File: src/rtl/sdram_port_arbiter_if.sv
// Bus bundle between the three requesters, the arbiter and the SDRAM controller.
// The slave modport is the arbiter's view; master is the surrounding system's view.
interface sdram_port_arbiter_if #(
    parameter int unsigned ADDR_W = 25
);
    logic              dl_req_i;
    logic [ADDR_W-1:0] dl_addr_i;
    logic [7:0]        dl_d_i;
    logic              dl_ack_o;

    logic              cpu_req_i;
    logic              cpu_we_i;
    logic [ADDR_W-1:0] cpu_addr_i;
    logic [7:0]        cpu_d_i;
    logic [7:0]        cpu_q_o;
    logic              cpu_ack_o;

    logic              cas_req_i;
    logic [ADDR_W-1:0] cas_addr_i;
    logic [7:0]        cas_q_o;
    logic              cas_ack_o;

    logic              mem_req_o;
    logic              mem_we_o;
    logic [ADDR_W-1:0] mem_addr_o;
    logic [7:0]        mem_d_o;
    logic [7:0]        mem_q_i;
    logic              mem_ack_i;

    logic              busy_o;
    logic              err_o;

    modport slave (
        input  dl_req_i, dl_addr_i, dl_d_i,
        output dl_ack_o,
        input  cpu_req_i, cpu_we_i, cpu_addr_i, cpu_d_i,
        output cpu_q_o, cpu_ack_o,
        input  cas_req_i, cas_addr_i,
        output cas_q_o, cas_ack_o,
        output mem_req_o, mem_we_o, mem_addr_o, mem_d_o,
        input  mem_q_i, mem_ack_i,
        output busy_o, err_o
    );

    modport master (
        output dl_req_i, dl_addr_i, dl_d_i,
        input  dl_ack_o,
        output cpu_req_i, cpu_we_i, cpu_addr_i, cpu_d_i,
        input  cpu_q_o, cpu_ack_o,
        output cas_req_i, cas_addr_i,
        input  cas_q_o, cas_ack_o,
        input  mem_req_o, mem_we_o, mem_addr_o, mem_d_o,
        output mem_q_i, mem_ack_i,
        input  busy_o, err_o
    );
endinterface

File: src/rtl/sdram_port_arbiter.sv
// Fixed-priority arbiter (download > CPU > cassette) onto one 8-bit SDRAM port,
// with CAS anti-starvation. Define SDRAM_ARB_TIMEOUT_EN to enable the mem_ack timeout.
module sdram_port_arbiter #(
    parameter int unsigned ADDR_W       = 25,
    parameter int unsigned CAS_MAX_WAIT = 8,
    parameter int unsigned TIMEOUT      = 64
) (
    input logic                 clk_i,
    input logic                 reset_n_i,
    sdram_port_arbiter_if.slave bus
);
    localparam int unsigned CNT_W = $clog2(CAS_MAX_WAIT + 1);

    if (TIMEOUT < 1) begin : g_bad_timeout
        $error("TIMEOUT must be at least 1");
    end

    typedef enum logic [1:0] {
        ST_IDLE,
        ST_ISSUE,
        ST_WAIT,
        ST_DONE
    } state_t;

    typedef enum logic [1:0] {
        OWN_DL,
        OWN_CPU,
        OWN_CAS
    } owner_t;

    state_t            r_state, w_state_nx;
    owner_t            r_owner, w_owner_nx;
    logic              r_we, w_we_nx;
    logic [ADDR_W-1:0] r_addr, w_addr_nx;
    logic [7:0]        r_d, w_d_nx;
    logic [7:0]        r_cpu_q, w_cpu_q_nx;
    logic [7:0]        r_cas_q, w_cas_q_nx;
    logic [CNT_W-1:0]  r_cas_wait_cnt, w_cas_wait_cnt_nx;
    logic              w_cas_due;

`ifdef SDRAM_ARB_TIMEOUT_EN
    localparam int unsigned TMO_W = $clog2(TIMEOUT + 1);
    logic [TMO_W-1:0] r_tmo_cnt, w_tmo_cnt_nx;
    logic             r_err, w_err_nx;
`endif

    assign w_cas_due = (r_cas_wait_cnt == CNT_W'(CAS_MAX_WAIT));

    always_comb begin
        w_state_nx        = r_state;
        w_owner_nx        = r_owner;
        w_we_nx           = r_we;
        w_addr_nx         = r_addr;
        w_d_nx            = r_d;
        w_cpu_q_nx        = r_cpu_q;
        w_cas_q_nx        = r_cas_q;
        w_cas_wait_cnt_nx = r_cas_wait_cnt;
`ifdef SDRAM_ARB_TIMEOUT_EN
        w_tmo_cnt_nx      = r_tmo_cnt;
        w_err_nx          = r_err;
`endif
        unique case (r_state)
            ST_IDLE: begin
                if (!bus.cas_req_i) begin
                    w_cas_wait_cnt_nx = '0;
                end
                if (bus.dl_req_i) begin
                    w_owner_nx = OWN_DL;
                    w_we_nx    = 1'b1;
                    w_addr_nx  = bus.dl_addr_i;
                    w_d_nx     = bus.dl_d_i;
                    w_state_nx = ST_ISSUE;
                end else if (bus.cas_req_i && w_cas_due) begin
                    w_owner_nx        = OWN_CAS;
                    w_we_nx           = 1'b0;
                    w_addr_nx         = bus.cas_addr_i;
                    w_d_nx            = '0;
                    w_cas_wait_cnt_nx = '0;
                    w_state_nx        = ST_ISSUE;
                end else if (bus.cpu_req_i) begin
                    w_owner_nx = OWN_CPU;
                    w_we_nx    = bus.cpu_we_i;
                    w_addr_nx  = bus.cpu_addr_i;
                    w_d_nx     = bus.cpu_d_i;
                    w_state_nx = ST_ISSUE;
                    if (bus.cas_req_i && !w_cas_due) begin
                        w_cas_wait_cnt_nx = r_cas_wait_cnt + 1'b1;
                    end
                end else if (bus.cas_req_i) begin
                    w_owner_nx        = OWN_CAS;
                    w_we_nx           = 1'b0;
                    w_addr_nx         = bus.cas_addr_i;
                    w_d_nx            = '0;
                    w_cas_wait_cnt_nx = '0;
                    w_state_nx        = ST_ISSUE;
                end
            end
            ST_ISSUE, ST_WAIT: begin
`ifdef SDRAM_ARB_TIMEOUT_EN
                w_tmo_cnt_nx = (r_state == ST_ISSUE) ? '0 : r_tmo_cnt + 1'b1;
`endif
                if (r_state == ST_ISSUE) begin
                    w_state_nx = ST_WAIT;
                end
                // A controller ack in the ISSUE cycle completes the access just like one in WAIT.
                if (bus.mem_ack_i) begin
                    if (r_owner == OWN_CPU && !r_we) w_cpu_q_nx = bus.mem_q_i;
                    if (r_owner == OWN_CAS)          w_cas_q_nx = bus.mem_q_i;
                    w_state_nx = ST_DONE;
`ifdef SDRAM_ARB_TIMEOUT_EN
                end else if (r_state == ST_WAIT && r_tmo_cnt == TMO_W'(TIMEOUT - 1)) begin
                    if (r_owner == OWN_CPU && !r_we) w_cpu_q_nx = 8'hFF;
                    if (r_owner == OWN_CAS)          w_cas_q_nx = 8'hFF;
                    w_err_nx   = 1'b1;
                    w_state_nx = ST_DONE;
`endif
                end
            end
            ST_DONE: begin
                w_state_nx = ST_IDLE;
            end
            default: begin
                w_state_nx = ST_IDLE;
            end
        endcase
    end

    always_ff @(posedge clk_i) begin
        if (!reset_n_i) begin
            r_state        <= ST_IDLE;
            r_owner        <= OWN_DL;
            r_we           <= 1'b0;
            r_addr         <= '0;
            r_d            <= '0;
            r_cpu_q        <= '0;
            r_cas_q        <= '0;
            r_cas_wait_cnt <= '0;
`ifdef SDRAM_ARB_TIMEOUT_EN
            r_tmo_cnt      <= '0;
            r_err          <= 1'b0;
`endif
        end else begin
            r_state        <= w_state_nx;
            r_owner        <= w_owner_nx;
            r_we           <= w_we_nx;
            r_addr         <= w_addr_nx;
            r_d            <= w_d_nx;
            r_cpu_q        <= w_cpu_q_nx;
            r_cas_q        <= w_cas_q_nx;
            r_cas_wait_cnt <= w_cas_wait_cnt_nx;
`ifdef SDRAM_ARB_TIMEOUT_EN
            r_tmo_cnt      <= w_tmo_cnt_nx;
            r_err          <= w_err_nx;
`endif
        end
    end

    assign bus.mem_req_o  = (r_state == ST_ISSUE);
    assign bus.mem_we_o   = r_we;
    assign bus.mem_addr_o = r_addr;
    assign bus.mem_d_o    = r_d;
    assign bus.dl_ack_o   = (r_state == ST_DONE) && (r_owner == OWN_DL);
    assign bus.cpu_ack_o  = (r_state == ST_DONE) && (r_owner == OWN_CPU);
    assign bus.cas_ack_o  = (r_state == ST_DONE) && (r_owner == OWN_CAS);
    assign bus.cpu_q_o    = r_cpu_q;
    assign bus.cas_q_o    = r_cas_q;
    assign bus.busy_o     = (r_state != ST_IDLE);
`ifdef SDRAM_ARB_TIMEOUT_EN
    assign bus.err_o      = r_err;
`else
    assign bus.err_o      = 1'b0;
`endif
endmodule
File: src/flat_wrapper.sv
// flat-port wrapper written by rule: the top's interface ports become plain ports
module sdram_port_arbiter_flat 
#(
    parameter int unsigned ADDR_W       = 25,
    parameter int unsigned CAS_MAX_WAIT = 8,
    parameter int unsigned TIMEOUT      = 64
)
  (clk_i, reset_n_i, bus_dl_req_i, bus_dl_addr_i, bus_dl_d_i, bus_dl_ack_o, bus_cpu_req_i, bus_cpu_we_i, bus_cpu_addr_i, bus_cpu_d_i, bus_cpu_q_o, bus_cpu_ack_o, bus_cas_req_i, bus_cas_addr_i, bus_cas_q_o, bus_cas_ack_o, bus_mem_req_o, bus_mem_we_o, bus_mem_addr_o, bus_mem_d_o, bus_mem_q_i, bus_mem_ack_i, bus_busy_o, bus_err_o);
  sdram_port_arbiter_if #(.ADDR_W(ADDR_W)) bus_i ();
  input logic clk_i;
  input logic reset_n_i;
  input wire logic [$bits(bus_i.dl_req_i)-1:0] bus_dl_req_i;
  input wire logic [$bits(bus_i.dl_addr_i)-1:0] bus_dl_addr_i;
  input wire logic [$bits(bus_i.dl_d_i)-1:0] bus_dl_d_i;
  output wire logic [$bits(bus_i.dl_ack_o)-1:0] bus_dl_ack_o;
  input wire logic [$bits(bus_i.cpu_req_i)-1:0] bus_cpu_req_i;
  input wire logic [$bits(bus_i.cpu_we_i)-1:0] bus_cpu_we_i;
  input wire logic [$bits(bus_i.cpu_addr_i)-1:0] bus_cpu_addr_i;
  input wire logic [$bits(bus_i.cpu_d_i)-1:0] bus_cpu_d_i;
  output wire logic [$bits(bus_i.cpu_q_o)-1:0] bus_cpu_q_o;
  output wire logic [$bits(bus_i.cpu_ack_o)-1:0] bus_cpu_ack_o;
  input wire logic [$bits(bus_i.cas_req_i)-1:0] bus_cas_req_i;
  input wire logic [$bits(bus_i.cas_addr_i)-1:0] bus_cas_addr_i;
  output wire logic [$bits(bus_i.cas_q_o)-1:0] bus_cas_q_o;
  output wire logic [$bits(bus_i.cas_ack_o)-1:0] bus_cas_ack_o;
  output wire logic [$bits(bus_i.mem_req_o)-1:0] bus_mem_req_o;
  output wire logic [$bits(bus_i.mem_we_o)-1:0] bus_mem_we_o;
  output wire logic [$bits(bus_i.mem_addr_o)-1:0] bus_mem_addr_o;
  output wire logic [$bits(bus_i.mem_d_o)-1:0] bus_mem_d_o;
  input wire logic [$bits(bus_i.mem_q_i)-1:0] bus_mem_q_i;
  input wire logic [$bits(bus_i.mem_ack_i)-1:0] bus_mem_ack_i;
  output wire logic [$bits(bus_i.busy_o)-1:0] bus_busy_o;
  output wire logic [$bits(bus_i.err_o)-1:0] bus_err_o;
  assign bus_i.dl_req_i = bus_dl_req_i;
  assign bus_i.dl_addr_i = bus_dl_addr_i;
  assign bus_i.dl_d_i = bus_dl_d_i;
  assign bus_dl_ack_o = bus_i.dl_ack_o;
  assign bus_i.cpu_req_i = bus_cpu_req_i;
  assign bus_i.cpu_we_i = bus_cpu_we_i;
  assign bus_i.cpu_addr_i = bus_cpu_addr_i;
  assign bus_i.cpu_d_i = bus_cpu_d_i;
  assign bus_cpu_q_o = bus_i.cpu_q_o;
  assign bus_cpu_ack_o = bus_i.cpu_ack_o;
  assign bus_i.cas_req_i = bus_cas_req_i;
  assign bus_i.cas_addr_i = bus_cas_addr_i;
  assign bus_cas_q_o = bus_i.cas_q_o;
  assign bus_cas_ack_o = bus_i.cas_ack_o;
  assign bus_mem_req_o = bus_i.mem_req_o;
  assign bus_mem_we_o = bus_i.mem_we_o;
  assign bus_mem_addr_o = bus_i.mem_addr_o;
  assign bus_mem_d_o = bus_i.mem_d_o;
  assign bus_i.mem_q_i = bus_mem_q_i;
  assign bus_i.mem_ack_i = bus_mem_ack_i;
  assign bus_busy_o = bus_i.busy_o;
  assign bus_err_o = bus_i.err_o;
  sdram_port_arbiter #(.ADDR_W(ADDR_W), .CAS_MAX_WAIT(CAS_MAX_WAIT), .TIMEOUT(TIMEOUT)) u_core (.clk_i(clk_i), .reset_n_i(reset_n_i), .bus(bus_i));
endmodule
File: config.mk
export PLATFORM = sky130hd
export DESIGN_NAME = sdram_port_arbiter_flat
export DESIGN_NICKNAME = d
export VERILOG_FILES = /design/src/rtl/sdram_port_arbiter_if.sv /design/src/rtl/sdram_port_arbiter.sv /design/src/flat_wrapper.sv
export SDC_FILE = /design/constraint.sdc
export NUM_CORES = 1
export LEC_CHECK = 0
export BUFFER_PORTS_ARGS = -buffer_cell sky130_fd_sc_hd__buf_2
export CAP_MARGIN = 20
export CORE_ASPECT_RATIO = 1.25
export CORE_UTILIZATION = 40
export CTS_CLUSTER_SIZE = 16
export DETAILED_ROUTE_END_ITERATION = 10
export PLACE_DENSITY = 0.73
export SLEW_MARGIN = 30
export SYNTH_ARGS = -nofsm -noshare
export SYNTH_HDL_FRONTEND = slang
export SYNTH_SLANG_ARGS = --single-unit
File: constraint.sdc
create_clock -name clk_i -period 4.79 [get_ports clk_i]
set_clock_uncertainty 0.2 [all_clocks]
set_input_delay 0.7185 -clock clk_i [delete_from_list [all_inputs] [get_ports clk_i]]
set_output_delay 0.7185 -clock clk_i [all_outputs]
set_load 0.02 [all_outputs]
==> summary.txt, run 1 <==
Detailed routing
  – Initial drt markers: between 150 and 200
  – First-pass DRT Iterations: 5
  – Drt wl/cell: between 10 and 15 um
  – DRC: 0
  – ANT nets after route: 0
  – Total Wirelength: 8.63 mm
  – Via count: between 3000 and 4000
  – Vias per cell: 5.52

Clock tree
  – Clock root cell: clkbuf_8
  – Clk_lat worst skew: approximately 330 ps
  – CTS tree: yes
  – Clk sink count: 58
  – Inserted Clock Buffers: 9
  – Cts hold-fix bufs: 0
  – Worst-path clk slew: 60 ps
  – Cells resized by post-CTS repair: 0
  – Setup bufs post-CTS: 0
  – H-tree depth: 3
  – Bufs on Longest Clock Path: 2

Power
  – PD cells: slightly above 500 nW/um^2
  – Leak: 0.00178 uW
  – Worst VDD drop: approximately 0.00025 V
  – Total Power: 2030 uW

Worst setup path
  – Slowest stage cell, crit path: a2111oi_4
  – R2R cell count: 5
  – Critical Path, Cell by Cell: buf_2 -> inv_1 -> a2111oi_4 -> o2bb2ai_1
  – FF-to-FF End: u_core.bus.mem_addr_o[20]
  – Startpoint Class: primary input
  – Endpoint type of the worst setup path: flip-flop
  – Worst R2R Setup Slack: roughly 2100 ps
  – WS Path Type: in -> reg
  – CP max FO: 41
  – Worst r2r src: u_core.r_cas_wait_cnt[0]
  – Worst endpoint required time: ~4800 ps
  – Signal arrival time at the worst endpoint: between 2000 and 3000 ps
  – Max incr delay on CP: approximately 770 ps

Timing
  – Post-route setup slack: approximately 2100 ps
  – Minimum clock period: approximately 2700 ps
  – Max Clk Rate: around 0.37 GHz
  – Final hold violations: 0
  – Final setup fails: 0
  – Setup TNS: 0 ps
  – Tightest Pin Transition: between 800 and 900 ps
  – Fin crit share: 0.560
  – Max-slew violation count: 0
  – Fin Hold WS: around 250 ps
  – RSZ-0062 raised after global routing: no
  – Slew HR: 0.454

Placed design
  – GP Congestion: between 0.8 and 0.9
  – Hpwl dp: 6.10 mm
  – Worst slack at placement: 1750 ps
  – I/O Buffers: 160

Logic synthesis
  – Post-synth top area share: 0.381
  – Post-synth EDFFs: 0
  – Ys flop type: dfxtp_1
  – Syn nets: ~450
  – Register bit total from synthesis: a little under 60
  – Leading post-synthesis cells by cell area: dfxtp_1 (38%), a21oi_1 (6.6%), and2_1 (5.3%)
  – Commonest cells in the netlist: dfxtp_1 (58), a21oi_1 (40), o21ai_0 (29), and2_1 (26), nand2_1 (22)
  – Sequential cell area fraction in the yosys report: 0.381
  – FFs w/ async S/R, synth: 0
  – Mapped Area: 3040 um^2
  – Synthesis Warnings: 0
  – Cells after Synth: around 340
  – Average cell area after synthesis: approximately 9 um^2
  – Distinct cells, synth: 49
  – Yosys top cell by area: dfxtp_1
  – Top-count cell post-synth: dfxtp_1

Global route
  – Grt total ovfl: 0
  – Total track usage: 0.222
  – Pin count of the biggest net entering global routing: 50
  – First-pass GRT wire length: 13.9 mm
  – Number of global-route vias before repair: 2959
  – Initial antenna violation count: 0

Floorplanning
  – Cell row count: 35
  – Die ar.: 7970 um^2
  – I/O pins: approximately 160
  – Die width: approximately 80 um
  – Initial core utilization: 0.414
  – Core ar.: roughly 7400 um^2
  – Die height: 99.5 um

Flow run
  – Max_cap viols: 0

Hold path
  – Hold worst-path end: u_core.bus.cas_q_o[7]
  – Hold Crit Class: reg -> reg
  – Hold depth: 2
  – Hold path startpoint: u_core.bus.cas_q_o[7]

Final layout
  – Layout cell share with drive strength beyond 1: 0.412
  – # fillers: about 690
  – Area grow syn2layout: 32.1%
  – ANT cells: 0
  – Final #Nets: 591

Outcome
  – Status: finished, final reports clean
## power by group
group / total, uW / switching (uW) / internal (uW)
Sequential: 694 / 79.2 / 615
Clock: 493 / 190 / 303
Combinational: 847 / 513 / 334
Total: 2030 / 782 / 1250
## sequential cells by signal, indices dropped and copies added, names as in the netlist
name and count:
u_core.bus.mem_d_o 8, u_core.r_owner 2, u_core.bus.cpu_q_o 8, u_core.r_state 2
u_core.bus.mem_we_o 1, u_core.bus.mem_addr_o 25, u_core.r_cas_wait_cnt 4, u_core.bus.cas_q_o 8
## per-stage QoR
step | area, um^2 | instances | utilization
CTS | 4020 | 577 | 0.546
global route | 4020 | 577 | 0.547
floorplan | 3040 | 343 | -
global placement | 3800 | 561 | 0.516
detailed placement | 3800 | 561 | 0.516
finish | 4020 | 577 | 0.547
## critical path: cells and delay by family
family	cells	cell delay, ps
buffers and inverters	2	1040
AOI/OAI and AO/OA	2	960
## routing by layer
layer,GRT usage,wire length [um]
met2,0.376,4310
met3,0.0376,542
met4,0.0934,190
met1,0.274,3590
met5,0,0
## final cells by class
cell class	instances	area, um^2	share of cell area
tap	92	115	0.0286
multi-input combinational	240	1670	0.416
clock buffer	10	138	0.0342
timing repair buffer	163	823	0.205
sequential	58	1160	0.289
inverter	8	30.0	0.00747
clock inverter	6	80.1	0.0199
## cells in the final DEF, fill, tap and decap left out, types with 2 or more instances in the layout
master       n
o2bb2ai_1   14
buf_2      160
nand3b_1     2
a32oi_1      9
o221a_2     11
and3_1       2
nand2_1     22
and2_1      26
ha_1         5
nand4b_1     2
o21ai_0     29
nor3b_1      2
buf_4        3
nand2b_1    12
clkbuf_8    10
a311o_1     11
clkinv_2     4
inv_1        8
a211oi_1     2
dfxtp_1     58
a311oi_1    13
a21oi_1     40
nand3_1     13
bufinv_16    2
## cell families after synthesis
kind of cell | count (synthesis) | synth area share
flops | 58 | 0.381
fa+ha+maj | 5 | 0.0206
compound gates | 143 | 0.348
simple gates | 91 | 0.177
buf+inv | 45 | 0.0715
other cells | 1 | 0.00123
## worst max path at each step
stage | start | end | slack (ps) | cells after the start
4_1_cts | reset_n_i | u_core.bus.mem_addr_o[20] | 2110 | 4
6_report | reset_n_i | u_core.bus.mem_addr_o[20] | 2110 | 4
3_5_place_dp | reset_n_i | u_core.bus.mem_addr_o[20] | 1750 | 4
2_1_floorplan | bus_cpu_req_i | u_core.bus.mem_addr_o[15] | 2640 | 6
3_3_place_gp | reset_n_i | u_core.bus.mem_addr_o[8] | 1840 | 4
5_1_grt | reset_n_i | u_core.bus.mem_addr_o[14] | 1940 | 4
(Power assumes the default switching activity.)
==> run 2, diff against run 1 <==
==> constraint.sdc (replaced) <==
create_clock -name clk_i -period 2.77 [get_ports clk_i]
set_clock_uncertainty 0.2 [all_clocks]
set_input_delay 0.4155 -clock clk_i [delete_from_list [all_inputs] [get_ports clk_i]]
set_output_delay 0.4155 -clock clk_i [all_outputs]
set_load 0.02 [all_outputs]
==> run 2 against run 1 <==
Against the previous run:
- die area unchanged
- clock-buffer cell count up 1
- critical endpoint is now bus_cpu_ack_o
- first-iteration DRC count up 31%
- highest routed layer unchanged
- largest power group unchanged
==> summary.txt, run 2 (same netlist as run 1, synthesis figures left out) <==
Detailed routing
  – Drt wl/cell: between 10 and 15 um
  – Initial drt markers: 200
  – Total Wirelength: 8.40 mm
  – Vias per cell: around 5.5
  – ANT nets after route: 0
  – Via count: 3185
  – First-pass DRT Iterations: 4
  – DRC: 0

Timing
  – Final setup fails: 0
  – Post-route setup slack: about 560 ps
  – RSZ-0062 raised after global routing: no
  – Final hold violations: 0
  – Max-slew violation count: 0
  – Fin crit share: 0.798
  – Fin Hold WS: just over 90 ps
  – Setup TNS: 0 ps
  – Max Clk Rate: between 0.4 and 0.5 GHz
  – Minimum clock period: around 2200 ps

Global route
  – Initial antenna violation count: 0
  – First-pass GRT wire length: ~14 mm
  – Total track usage: 0.223
  – Number of global-route vias before repair: ~3100
  – Grt total ovfl: 0
  – Pin count of the biggest net entering global routing: 48

Placed design
  – Worst slack at placement: 603 ps
  – I/O Buffers: 160
  – Hpwl dp: just over 6 mm
  – GP Congestion: slightly below 0.8

Power
  – Leak: around 0.0018 uW
  – Pint: approximately 2300 uW
  – PD cells: approximately 890 nW/um^2
  – Psw: 1350 uW
  – Worst VDD drop: between 0.0005 and 0.0006 V
  – Sequential power share: 0.328
  – Comb power frac: 0.405
  – Switching Fraction: 0.370
  – Clock network fraction of total power: 0.267

Clock tree
  – Cts hold-fix bufs: 0
  – Setup bufs post-CTS: 0
  – Worst-path clk slew: 60 ps
  – Cells resized by post-CTS repair: 0
  – Clk sink count: slightly below 60
  – CTS tree: yes
  – Clock root cell: clkbuf_8
  – Clk_lat worst skew: approximately 330 ps
  – Bufs on Longest Clock Path: 2
  – Inserted Clock Buffers: 9
  – H-tree depth: 3

Worst setup path
  – Slowest stage cell, crit path: dfxtp_1
  – Top delay family on crit path: flip-flops
  – Max incr delay on CP: around 570 ps
  – Worst R2R Setup Slack: around 570 ps
  – R2R cell count: 7
  – WS Path Type: reg -> out
  – Worst endpoint required time: 2150 ps
  – Startpoint Class: flip-flop
  – Endpoint type of the worst setup path: output port
  – Signal arrival time at the worst endpoint: about 1600 ps
  – Critical Path, Cell by Cell: inv_1 -> nor3b_1 -> buf_2
  – CP max FO: 13
  – Worst r2r src: u_core.r_state[0]
  – Critical path launch point: u_core.r_owner[0]
  – FF-to-FF End: u_core.bus.mem_addr_o[23]
  – CP Buf/Inv Count: 2

Floorplanning
  – Die ar.: 7970 um^2
  – Die width: roughly 80 um
  – Core ar.: 7360 um^2
  – Initial core utilization: 0.414
  – I/O pins: about 160
  – Die height: roughly 100 um
  – Cell row count: 35

Hold path
  – Hold depth: 2
  – Hold worst-path end: u_core.bus.mem_addr_o[8]
  – Hold path startpoint: bus_cas_addr_i[8]
  – Hold Crit Class: in -> reg

Final layout
  – ANT cells: 0
  – Most frequent cells in the layout: buf_2 (160), dfxtp_1 (58), a21oi_1 (40)
  – Final #Nets: 598
  – Area grow syn2layout: 34.7%
  – Commonest non-fill, non-tap cell in the layout: buf_2
  – Layout cell share with drive strength beyond 1: 0.419
  – Area taken by multi-input logic gates: between 1500 and 2000 um^2
  – Largest register FFs: 25
  – Seq. cell area: between 1000 and 1500 um^2
  – # fillers: 700

Outcome
  – Status: finished, final reports clean

Flow run
  – Max_cap viols: 0
run 2: how the worst max path moves through the flow:
stage | endpoint | slack (ps) | depth (start not counted)
final | bus_cpu_ack_o | 560 | 3
after global routing | u_core.bus.mem_addr_o[23] | 410 | 6
after CTS | bus_cpu_ack_o | 550 | 3
after detailed placement | u_core.bus.mem_addr_o[5] | 600 | 6
after global placement | u_core.bus.mem_addr_o[9] | 650 | 5
after floorplan | u_core.bus.cpu_q_o[0] | 890 | 7
run 2: through the flow:
stage               cell area [um^2]  std cells  total power, uW  utilization
finish                          4100        584             3650        0.557
global route                    4100        584             3880        0.557
CTS                             4100        584             3680        0.557
detailed placement              3850        568             2690        0.523
global placement                3850        568             2660        0.523
floorplan                       3040        343             2240            -
run 2: power groups by stage:
stage | clock, uW | sequential, uW | combinational, uW
final | 975 | 1200 | 1480
after global routing | 1050 | 1220 | 1620
after CTS | 994 | 1200 | 1490
after detailed placement | 0 | 1210 | 1490
after global placement | 0 | 1210 | 1450
after floorplan | 0 | 1440 | 794
run 2: layout make-up:
cell class | instances | area share
tap | 92 | 0.0281
clock buffer | 11 | 0.0369
inverter | 8 | 0.00732
sequential | 58 | 0.283
timing repair buffer | 170 | 0.214
multi-input combinational | 240 | 0.407
clock inverter | 5 | 0.0244
run 2: per-layer routing:
metal / vias up / part of all wire / GRT usage
met1: 1470 / 0.42 / 0.268
met5: - / 0 / 0
met4: 0 / 0.023 / 0.109
li1: 1584 / - / -
met3: 17 / 0.057 / 0.0477
met2: 114 / 0.50 / 0.374
run 2: worst register-to-register path, delay by kind of cell, from the launching register on:
| family | cells | cell delay [ps] |
|---|---|---|
| buffers and inverters | 3 | 570 |
| DFF | 1 | 360 |
| AOI/OAI and AO/OA | 3 | 630 |
| adders and majority gates | 1 | 370 |
